==> src/rtl/screen_fill_ctrl_if.sv <==
`default_nettype none
// ============================================================================
//  Module      : screen_fill_ctrl_if
//  Description : CPU port, fill-command handshake and RAM port-A signals
//                shared by the rectangle-fill controller and its neighbours.
//  Revision    : 1.0 - initial release
// ============================================================================
interface screen_fill_ctrl_if;
    logic        cpu_req;
    logic        cpu_we;
    logic [14:0] cpu_addr;
    logic [11:0] cpu_din;
    logic        cmd_valid;
    logic        cmd_ready;
    logic [7:0]  cmd_x0;
    logic [7:0]  cmd_x1;
    logic [7:0]  cmd_y0;
    logic [7:0]  cmd_y1;
    logic [11:0] cmd_color;
    logic        mem_we;
    logic [14:0] mem_addr;
    logic [11:0] mem_din;
    logic        busy;
    logic        done;
    logic        cmd_err;

    // Requester side: CPU path and command source
    modport master (
        output cpu_req, cpu_we, cpu_addr, cpu_din,
        output cmd_valid, cmd_x0, cmd_x1, cmd_y0, cmd_y1, cmd_color,
        input  cmd_ready, mem_we, mem_addr, mem_din, busy, done, cmd_err
    );

    // Controller side
    modport slave (
        input  cpu_req, cpu_we, cpu_addr, cpu_din,
        input  cmd_valid, cmd_x0, cmd_x1, cmd_y0, cmd_y1, cmd_color,
        output cmd_ready, mem_we, mem_addr, mem_din, busy, done, cmd_err
    );
endinterface
`default_nettype wire

==> src/rtl/screen_fill_ctrl.sv <==
`default_nettype none
// ============================================================================
//  Module      : screen_fill_ctrl
//  Description : Shares screen RAM port A between CPU traffic (always wins)
//                and a rectangle-fill engine that writes in free cycles.
//  Revision    : 1.0 - initial release
// ============================================================================
module screen_fill_ctrl #(
    parameter int SCR_W = 200,
    parameter int SCR_H = 150
) (
    input  wire logic          clk,
    input  wire logic          rstn,
    screen_fill_ctrl_if.slave  bus
);

    localparam logic [1:0]  S_IDLE  = 2'd0;
    localparam logic [1:0]  S_FILL  = 2'd1;
    localparam logic [1:0]  S_DONE  = 2'd2;
    localparam logic [14:0] c_SCR_W = 15'(SCR_W);
    localparam logic [14:0] c_SCR_H = 15'(SCR_H);

    logic [1:0]  r_state;
    logic [1:0]  w_state_nxt;
    logic [7:0]  r_x;
    logic [7:0]  r_y;
    logic [7:0]  r_x0;
    logic [7:0]  r_x1;
    logic [7:0]  r_y1;
    logic [11:0] r_color;
    logic [14:0] r_row_base;
    logic        r_err;

    logic        w_cmd_ready;
    logic        w_accept;
    logic        w_cmd_bad;
    logic        w_eng_wr;
    logic        w_last_col;
    logic        w_last_row;
    logic [14:0] w_y0_ext;
    logic [14:0] w_row_base_init;
    logic        w_mem_we;
    logic [14:0] w_mem_addr;
    logic [11:0] w_mem_din;

    assign w_cmd_ready     = (r_state == S_IDLE) && rstn;
    assign w_accept        = bus.cmd_valid && w_cmd_ready;
    assign w_cmd_bad       = (bus.cmd_x0 > bus.cmd_x1) || (bus.cmd_y0 > bus.cmd_y1) ||
                             ({7'd0, bus.cmd_x1} >= c_SCR_W) ||
                             ({7'd0, bus.cmd_y1} >= c_SCR_H);
    // Engine writes are also gated by reset so an abort takes effect in the same cycle
    assign w_eng_wr        = (r_state == S_FILL) && !bus.cpu_req && rstn;
    assign w_last_col      = (r_x == r_x1);
    assign w_last_row      = (r_y == r_y1);
    assign w_y0_ext        = {7'd0, bus.cmd_y0};
    assign w_row_base_init = w_y0_ext * c_SCR_W;

    always_ff @(posedge clk) begin
        if (!rstn) begin
            r_state <= S_IDLE;
        end else begin
            r_state <= w_state_nxt;
        end
    end

    always_comb begin
        w_state_nxt = r_state;
        case (r_state)
            S_IDLE:  if (w_accept && !w_cmd_bad) w_state_nxt = S_FILL;
            S_FILL:  if (w_eng_wr && w_last_col && w_last_row) w_state_nxt = S_DONE;
            S_DONE:  w_state_nxt = S_IDLE;
            default: w_state_nxt = S_IDLE;
        endcase
    end

    always_comb begin
        w_mem_we   = 1'b0;
        w_mem_addr = bus.cpu_addr;
        w_mem_din  = bus.cpu_din;
        if (bus.cpu_req) begin
            w_mem_we = bus.cpu_we;
        end else if (w_eng_wr) begin
            w_mem_we   = 1'b1;
            w_mem_addr = r_row_base + {7'd0, r_x};
            w_mem_din  = r_color;
        end
    end

    assign bus.cmd_ready = w_cmd_ready;
    assign bus.busy      = (r_state == S_FILL);
    assign bus.done      = (r_state == S_DONE);
    assign bus.cmd_err   = r_err;
    assign bus.mem_we    = w_mem_we;
    assign bus.mem_addr  = w_mem_addr;
    assign bus.mem_din   = w_mem_din;

    // Raster-order pixel walk; counters hold on CPU stall cycles
    always_ff @(posedge clk) begin
        if (!rstn) begin
            r_x        <= 8'd0;
            r_y        <= 8'd0;
            r_x0       <= 8'd0;
            r_x1       <= 8'd0;
            r_y1       <= 8'd0;
            r_color    <= 12'd0;
            r_row_base <= 15'd0;
            r_err      <= 1'b0;
        end else begin
            r_err <= w_accept && w_cmd_bad;
            if (w_accept && !w_cmd_bad) begin
                r_x        <= bus.cmd_x0;
                r_y        <= bus.cmd_y0;
                r_x0       <= bus.cmd_x0;
                r_x1       <= bus.cmd_x1;
                r_y1       <= bus.cmd_y1;
                r_color    <= bus.cmd_color;
                r_row_base <= w_row_base_init;
            end else if (w_eng_wr) begin
                if (!w_last_col) begin
                    r_x <= r_x + 8'd1;
                end else if (!w_last_row) begin
                    r_x        <= r_x0;
                    r_y        <= r_y + 8'd1;
                    r_row_base <= r_row_base + c_SCR_W;
                end
            end
        end
    end

endmodule
`default_nettype wire

==> src/flat_wrapper.sv <==
// flat-port wrapper written by rule: the top's interface ports become plain ports
module screen_fill_ctrl_flat 
#(
    parameter int SCR_W = 200,
    parameter int SCR_H = 150
)
  (clk, rstn, bus_cpu_req, bus_cpu_we, bus_cpu_addr, bus_cpu_din, bus_cmd_valid, bus_cmd_x0, bus_cmd_x1, bus_cmd_y0, bus_cmd_y1, bus_cmd_color, bus_cmd_ready, bus_mem_we, bus_mem_addr, bus_mem_din, bus_busy, bus_done, bus_cmd_err);
  screen_fill_ctrl_if bus_i ();
  input  wire logic clk;
  input  wire logic rstn;
  input wire logic [$bits(bus_i.cpu_req)-1:0] bus_cpu_req;
  input wire logic [$bits(bus_i.cpu_we)-1:0] bus_cpu_we;
  input wire logic [$bits(bus_i.cpu_addr)-1:0] bus_cpu_addr;
  input wire logic [$bits(bus_i.cpu_din)-1:0] bus_cpu_din;
  input wire logic [$bits(bus_i.cmd_valid)-1:0] bus_cmd_valid;
  input wire logic [$bits(bus_i.cmd_x0)-1:0] bus_cmd_x0;
  input wire logic [$bits(bus_i.cmd_x1)-1:0] bus_cmd_x1;
  input wire logic [$bits(bus_i.cmd_y0)-1:0] bus_cmd_y0;
  input wire logic [$bits(bus_i.cmd_y1)-1:0] bus_cmd_y1;
  input wire logic [$bits(bus_i.cmd_color)-1:0] bus_cmd_color;
  output wire logic [$bits(bus_i.cmd_ready)-1:0] bus_cmd_ready;
  output wire logic [$bits(bus_i.mem_we)-1:0] bus_mem_we;
  output wire logic [$bits(bus_i.mem_addr)-1:0] bus_mem_addr;
  output wire logic [$bits(bus_i.mem_din)-1:0] bus_mem_din;
  output wire logic [$bits(bus_i.busy)-1:0] bus_busy;
  output wire logic [$bits(bus_i.done)-1:0] bus_done;
  output wire logic [$bits(bus_i.cmd_err)-1:0] bus_cmd_err;
  assign bus_i.cpu_req = bus_cpu_req;
  assign bus_i.cpu_we = bus_cpu_we;
  assign bus_i.cpu_addr = bus_cpu_addr;
  assign bus_i.cpu_din = bus_cpu_din;
  assign bus_i.cmd_valid = bus_cmd_valid;
  assign bus_i.cmd_x0 = bus_cmd_x0;
  assign bus_i.cmd_x1 = bus_cmd_x1;
  assign bus_i.cmd_y0 = bus_cmd_y0;
  assign bus_i.cmd_y1 = bus_cmd_y1;
  assign bus_i.cmd_color = bus_cmd_color;
  assign bus_cmd_ready = bus_i.cmd_ready;
  assign bus_mem_we = bus_i.mem_we;
  assign bus_mem_addr = bus_i.mem_addr;
  assign bus_mem_din = bus_i.mem_din;
  assign bus_busy = bus_i.busy;
  assign bus_done = bus_i.done;
  assign bus_cmd_err = bus_i.cmd_err;
  screen_fill_ctrl #(.SCR_W(SCR_W), .SCR_H(SCR_H)) u_core (.clk(clk), .rstn(rstn), .bus(bus_i));
endmodule
==> config.mk <==
export PLATFORM = sky130hd
export DESIGN_NAME = screen_fill_ctrl_flat
export DESIGN_NICKNAME = d
export VERILOG_FILES = /design/src/rtl/screen_fill_ctrl_if.sv /design/src/rtl/screen_fill_ctrl.sv /design/src/flat_wrapper.sv
export SDC_FILE = /design/constraint.sdc
export NUM_CORES = 1
export LEC_CHECK = 0
export BUFFER_PORTS_ARGS = -buffer_cell sky130_fd_sc_hd__buf_2
export CAP_MARGIN = 40
export CORE_ASPECT_RATIO = 1.25
export CORE_MARGIN = 2
export CORE_UTILIZATION = 30
export CTS_CLUSTER_SIZE = 30
export DETAILED_ROUTE_END_ITERATION = 10
export PLACE_DENSITY = 0.49
export SYNTH_ARGS = -nofsm -noshare
export SYNTH_HDL_FRONTEND = slang
export SYNTH_SLANG_ARGS = --single-unit
==> constraint.sdc <==
create_clock -name clk -period 3.4 [get_ports clk]
set_clock_uncertainty 0.15 [all_clocks]
set_input_delay 0.51 -clock clk [delete_from_list [all_inputs] [get_ports clk]]
set_output_delay 0.51 -clock clk [all_outputs]
set_load 0.1 [all_outputs]
* Word level (Yosys, flattened, before mapping)
Index checks and enable logic that the tools add are counted.
** Cells by class
- Mux-type cells :: 21
- Reduce and logical (&&, ||, !) cells :: 21
- Bitwise operators :: 2
- Magnitude comparators :: 4
- Add/subtract/negate cells :: 4
- Equality and inequality tests :: 8
- Multipliers :: 1
** Operator list (number)
- 15-bit two-way mux :: 6
- 8-bit two-way mux :: 8
- 12-bit two-way mux :: 2
- 8-bit by 1-bit adder with 8-bit output (second input constant) :: 2
- 8-bit == test :: 2
- 8-bit >= comparator (second input constant) :: 2
- 8-bit greater-than comparator :: 2
- 15-bit by 8-bit adder with 15-bit output :: 1
- 15-bit by 8-bit adder with 15-bit output (second input constant) :: 1
- 8-bit by 5-bit multiplier with 12-bit output (second input constant) :: 1
- 1-bit logical AND :: 8
- 3-bit AND reduction :: 2
- 2-bit two-way mux :: 2
- 2-bit inequality test (second input constant) :: 2
- 2-bit one-hot mux with 2 select lines :: 1
- 2-bit AND reduction :: 2
- 2-bit nonzero test :: 2
- 1-bit logical OR :: 3
- 3-bit inequality test (second input constant) :: 1
- 2-bit by 1-bit == test with 1-bit output (second input constant) :: 1
- 2-bit == test (second input constant) :: 1
- 1-bit logical NOT :: 2
- 2-bit logical NOT :: 1
- 1-bit two-way mux :: 2
- 3 further kinds :: 4
** Word-level totals
- Register bits after elaboration :: 70
- Output and inout port bits :: 32
- Word-level logic and storage cells :: 71
- Input bits :: 76

* Depth between registers and ports, before layout
- Depth after elaboration :: 8
- Depth in mapped cells :: 13
- Depth with buffers taken out :: 13

* Worst setup path before layout
No wires, ideal clock.
- Path type :: register to output
- From :: register u_core.r_state[0]
- To :: output bus_mem_addr[7]
- Setup slack :: -2.226 ns
- Stages on the path, launching flop included :: 7
- Data required time :: 2.740 ns
- Arrival time :: 4.966 ns
- Buffers on the path :: 2
- Cells stage by stage :: dfxtp_1 nor2b_1 nand2_1 or2_2 clkbuf_1 clkbuf_1 o31ai_1
** Between the ends
- Longest elaborated chain between the ends :: 5
** RTL lines
- start, declared :: RTL line screen_fill_ctrl.sv:23 : logic [1:0] r_state;
- start signal, assigned :: RTL line screen_fill_ctrl.sv:62 : r_state <= w_state_nxt;
- 2-bit by 1-bit == test with 1-bit output
- via bus_busy :: RTL line flat_wrapper.sv:25 : output wire logic [$bits(bus_i.busy)-1:0] bus_busy;
- 1-bit logical AND (2 in series) :: RTL line screen_fill_ctrl.sv:52 : assign w_eng_wr = (r_state == S_FILL) && !bus.cpu_req && rstn;
- 15-bit two-way mux :: RTL line screen_fill_ctrl.sv:82 : end else if (w_eng_wr) begin
- 15-bit two-way mux :: RTL line screen_fill_ctrl.sv:80 : if (bus.cpu_req) begin
- end, declared :: RTL line flat_wrapper.sv:23 : output wire logic [$bits(bus_i.mem_addr)-1:0] bus_mem_addr;
The timed path passes the listed nets, and every way through them passes these cells.

* Final worst setup path
- From :: register u_core.r_row_base[3]
- To :: output bus_mem_addr[11]
** Between the ends
- Longest elaborated chain between the ends :: 3
** RTL lines
- start, declared :: RTL line screen_fill_ctrl.sv:31 : logic [14:0] r_row_base;
- start signal, assigned :: RTL line screen_fill_ctrl.sv:117 : r_row_base <= w_row_base_init;
- start signal, assigned :: RTL line screen_fill_ctrl.sv:124 : r_row_base <= r_row_base + c_SCR_W;
- 15-bit by 8-bit adder with 15-bit output :: RTL line screen_fill_ctrl.sv:84 : w_mem_addr = r_row_base + {7'd0, r_x};
- 15-bit two-way mux :: RTL line screen_fill_ctrl.sv:82
- 15-bit two-way mux :: RTL line screen_fill_ctrl.sv:80
Every way passes these cells.

==> flow_results.xml <==
<?xml version="1.0" encoding="UTF-8"?>
<metrics>
  <group name="detailed_routing">
    <metric name="postRouteWirelength" unit="mm">14.3</metric>
    <metric name="drtAntennaViolNets" unit="">0</metric>
    <metric name="drt-initial-drc-count" unit="">122</metric>
    <metric name="dr.max_layer_used" unit="">met4</metric>
    <metric name="detail_route.first_pass.iterations" unit="">4</metric>
    <metric name="vias" unit="">4747</metric>
    <metric name="met2_length" unit="mm">7.56</metric>
    <metric name="wirelength_met1" unit="mm">6.10</metric>
    <metric name="met3_length" unit="um">537</metric>
    <metric name="drc" unit="">0</metric>
    <metric name="wl_cell" unit="um">14.9</metric>
    <metric name="drt-vias-per-instance" unit="">4.94</metric>
  </group>
  <group name="logic_synthesis">
    <metric name="mappedNetlistArea" unit="um2">4820</metric>
    <metric name="synth.largest_area_cell" unit="">sky130_fd_sc_hd__dfxtp_1</metric>
    <metric name="synth_mux_area_share" unit="%">0.415</metric>
    <metric name="synth_simple_gate_area_share" unit="%">22.4</metric>
    <metric name="avgSynthCellArea" unit="um2">7.57</metric>
    <metric name="synth_xor_area_share" unit="%">8.54</metric>
    <metric name="synth_warnings" unit="">0</metric>
    <metric name="synth_top_family_by_area" unit="">simple AND/OR/NAND/NOR gates</metric>
    <metric name="post-synth-top-area-fraction" unit="%">27.8</metric>
    <metric name="syn-instance-count" unit="">637</metric>
    <metric name="mappedNetlistNets" unit="">767</metric>
    <metric name="synth_edf_count" unit="">0</metric>
    <metric name="postSynth.asyncResetShare" unit="%">0</metric>
    <metric name="yosys.area_share.adder" unit="%">14.6</metric>
    <metric name="synth-seq-area-share" unit="%">27.8</metric>
    <metric name="ys_top_cells_by_area" unit="">sky130_fd_sc_hd__dfxtp_1 (28%), sky130_fd_sc_hd__ha_1 (13%), sky130_fd_sc_hd__nand2_1 (12%)</metric>
    <metric name="count_of_distinct_cell_types_in_the_synthesized_netlist" unit="">52</metric>
    <metric name="ys_ff_latch" unit="">67</metric>
    <metric name="fraction_of_the_mapped_netlist_area_in_compound_gates" unit="%">20.6</metric>
    <metric name="ys_dominant_reg_cell" unit="">sky130_fd_sc_hd__dfxtp_1</metric>
  </group>
  <group name="cts">
    <metric name="path_clk_slew" unit="ps">50</metric>
    <metric name="root_buffer_cell" unit="">sky130_fd_sc_hd__clkbuf_16</metric>
    <metric name="clock_tree_from_tritoncts" unit="">yes</metric>
    <metric name="insertion_delay" unit="ps">330</metric>
    <metric name="tritoncts.num_buffers" unit="">9</metric>
    <metric name="ctsLongestPathBuffers" unit="">2</metric>
    <metric name="clock_sinks" unit="">67</metric>
    <metric name="cts_htree_levels" unit="">3</metric>
  </group>
  <group name="floorplan">
    <metric name="floorplan.initialDensity" unit="%">30.8</metric>
    <metric name="io_pins" unit="">108</metric>
    <metric name="std_cell_rows" unit="">51</metric>
    <metric name="dieArea" unit="um2">17100</metric>
    <metric name="chipWidth" unit="um">117</metric>
    <metric name="die_height" unit="um">146</metric>
    <metric name="floorplan.core_area" unit="um2">15600</metric>
  </group>
  <group name="sta">
    <metric name="timing.final.setup_violations" unit="">0</metric>
    <metric name="fmax" unit="GHz">0.310</metric>
    <metric name="report.final.slew_viol_count" unit="">0</metric>
    <metric name="setup_slack" unit="ps">176</metric>
    <metric name="fin_worst_hold_slack" unit="ps">282</metric>
    <metric name="hold_violations" unit="">0</metric>
    <metric name="worst_slew_pin_slew" unit="ps">643</metric>
    <metric name="sum_of_negative_setup_slack" unit="ps">0</metric>
    <metric name="slew_headroom" unit="%">57.1</metric>
    <metric name="final_min_period_over_clock_period" unit="%">94.8</metric>
    <metric name="post-route-min-period" unit="ps">3220</metric>
  </group>
  <group name="worst_setup_path">
    <metric name="cpMaxStageDelayCell" unit="">sky130_fd_sc_hd__dfxtp_2</metric>
    <metric name="critPathKind" unit="">reg -&gt; out</metric>
    <metric name="element_type_at_the_critical_path_start" unit="">flop</metric>
    <metric name="path_depth" unit="">11</metric>
    <metric name="cpPeakStageDelay" unit="ps">350</metric>
    <metric name="timing.critical_path.fanout_max" unit="">3</metric>
    <metric name="setup.reg_to_reg.worst_slack" unit="ps">790</metric>
    <metric name="timing.reg2reg.worst_path_depth" unit="">8</metric>
    <metric name="worst_path_dominant_cell_family" unit="">compound AO/OA/AOI/OAI gates</metric>
    <metric name="cp.arrival" unit="ps">2560</metric>
    <metric name="worst-endpoint-required" unit="ps">2740</metric>
    <metric name="crit_chain" unit="">ha_2 &gt; inv_1 &gt; fa_2 &gt; nor2b_1 &gt; o21ai_0 &gt; a21boi_1 &gt; o21a_1 &gt; nand3_2 &gt; xor2_2 &gt; o21ai_2 &gt; buf_12</metric>
    <metric name="critPathBufInv" unit="">2</metric>
    <metric name="end_kind" unit="">output pin</metric>
  </group>
  <group name="final_layout">
    <metric name="commonest_cells_after_routing_fill_and_taps_aside" unit="">sky130_fd_sc_hd__nand2_1 (152), sky130_fd_sc_hd__buf_2 (79), sky130_fd_sc_hd__dfxtp_1 (64)</metric>
    <metric name="leading_cell_type_in_the_layout_fill_and_taps_excluded" unit="">sky130_fd_sc_hd__nand2_1</metric>
    <metric name="drive_above_1_share" unit="%">23.0</metric>
    <metric name="insertedDiodeCount" unit="">0</metric>
    <metric name="flow.area_growth_from_synthesis" unit="%">33.6</metric>
    <metric name="post_route_cell_area" unit="um2">6440</metric>
    <metric name="final_nets" unit="">875</metric>
  </group>
  <group name="run">
    <metric name="max_cap_viol_count" unit="">0</metric>
  </group>
  <group name="power">
    <metric name="vdd.ir_drop.worst" unit="mV">0.200</metric>
    <metric name="power_per_cell_area" unit="nW/um2">393</metric>
    <metric name="power.static_leakage" unit="nW">2.70</metric>
  </group>
  <group name="worst_hold_path">
    <metric name="worst_hold_path.num_cells" unit="">3</metric>
    <metric name="min_path_type" unit="">in -&gt; reg</metric>
  </group>
  <group name="grt">
    <metric name="grt_start_max_net_pins" unit="">53</metric>
    <metric name="first_pass_grt_wire_length" unit="mm">23.9</metric>
    <metric name="grt_pass1_vias" unit="">4893</metric>
    <metric name="grt_overflow_total" unit="">0</metric>
    <metric name="antenna_found_initial" unit="">0</metric>
    <metric name="global_route.usage.total" unit="%">17.1</metric>
  </group>
  <group name="place">
    <metric name="dpl.hpwl" unit="mm">11.5</metric>
    <metric name="io_buffer_count" unit="">107</metric>
    <metric name="placed_area" unit="um2">6130</metric>
    <metric name="gpl.final_weighted_congestion" unit="">0.811</metric>
    <metric name="place_ws" unit="ps">1.29</metric>
  </group>
  <group name="run_status">
    <metric name="outcome" unit="">completed</metric>
  </group>
</metrics>
[per-stage QoR]
step	power [mW]	util (%)	instances
floorplan	1.40	-	637
global placement	1.69	39.2	945
detailed placement	1.71	39.2	945
CTS	2.57	41.0	959
global route	2.68	41.2	960
finish	2.54	41.2	960
[routing by layer]
layer  up-vias  track usage, %
li1       2408               -
met1      2230            19.7
met2        98            32.1
met3        11            3.21
met4         0            4.70
met5         -               0
[worst reg2reg max path, cell delays in order, from the launching register on]
cell and delay (ps):
sky130_fd_sc_hd__dfxtp_1 370, sky130_fd_sc_hd__nor2b_4 170, sky130_fd_sc_hd__nand2_1 140, sky130_fd_sc_hd__or2_2 560
sky130_fd_sc_hd__buf_4 320, sky130_fd_sc_hd__nor3_4 410, sky130_fd_sc_hd__nand2_1 130, sky130_fd_sc_hd__xor2_1 160
sky130_fd_sc_hd__a21oi_1 150
[path summary, 6_finish.rpt]
path / start / end
worst max-delay path: u_core.r_row_base[3] / bus_mem_addr[11]
worst min-delay path: bus_cmd_color[4] / u_core.r_color[4]
worst max register to register: u_core.r_state[0] / u_core.r_y[2]
worst min register to register: u_core.r_color[7] / u_core.r_color[7]
[Yosys cell counts (7+ instances only)]
| cell type | n |
|---|---|
| sky130_fd_sc_hd__a21oi_1 | 42 |
| sky130_fd_sc_hd__a21boi_0 | 39 |
| sky130_fd_sc_hd__nand3_1 | 18 |
| sky130_fd_sc_hd__nor2b_1 | 7 |
| sky130_fd_sc_hd__nand4_1 | 11 |
| sky130_fd_sc_hd__o21ai_0 | 32 |
| sky130_fd_sc_hd__nand2_1 | 152 |
| sky130_fd_sc_hd__o21ai_1 | 10 |
| sky130_fd_sc_hd__xor2_1 | 10 |
| sky130_fd_sc_hd__dfxtp_1 | 67 |
| sky130_fd_sc_hd__clkbuf_1 | 23 |
| sky130_fd_sc_hd__ha_1 | 50 |
| sky130_fd_sc_hd__nor3_1 | 8 |
| sky130_fd_sc_hd__nor2_1 | 29 |
| sky130_fd_sc_hd__xnor2_1 | 37 |
| sky130_fd_sc_hd__inv_1 | 31 |
[logic make-up (layout without fill, tap and decap cells)]
kind of cell,after synthesis,after routing
AOI/OAI and AO/OA,159,159
xor gates and xnor gates,47,47
adders and majority gates,54,54
buffers and inverters,63,174
DFF,67,67
muxes,2,2
and+or+nand+nor,245,245
[registers in the layout, summed over array words and instances (netlist names)]
| signal | count |
|---|---|
| u_core.r_x0 | 8 |
| u_core.r_x | 8 |
| u_core.r_color | 12 |
| u_core.r_row_base | 12 |
| u_core.r_x1 | 8 |
| u_core.bus.cmd_err | 1 |
| u_core.r_state | 2 |
| u_core.r_y | 8 |
| u_core.r_y1 | 8 |
[report_power, final]
group | switching [mW] | internal [mW] | total, mW
sequential | 0.0310 | 0.813 | 0.844
combinational | 0.525 | 0.322 | 0.847
clock | 0.321 | 0.523 | 0.844
total | 0.877 | 1.66 | 2.54
[repair_timing]
action | in CTS | in global routing
pin swaps | 0 | 3
hold buffers | 0 | 0
resized for setup | 2 | 8
cloned | 0 | 0
endpoints found under the setup margin | 1 | 3
setup buffers | 0 | 1
[area by class of cell]
class | instances | area [um2]
clock buffer | 12 | 256
clock inverter | 2 | 12.5
tap | 212 | 265
multi-input combinational | 507 | 3310
sequential | 67 | 1350
fill | 1664 | 9190
inverter | 31 | 116
timing repair buffer | 129 | 1130
Power figures use the tool's default switching activity.
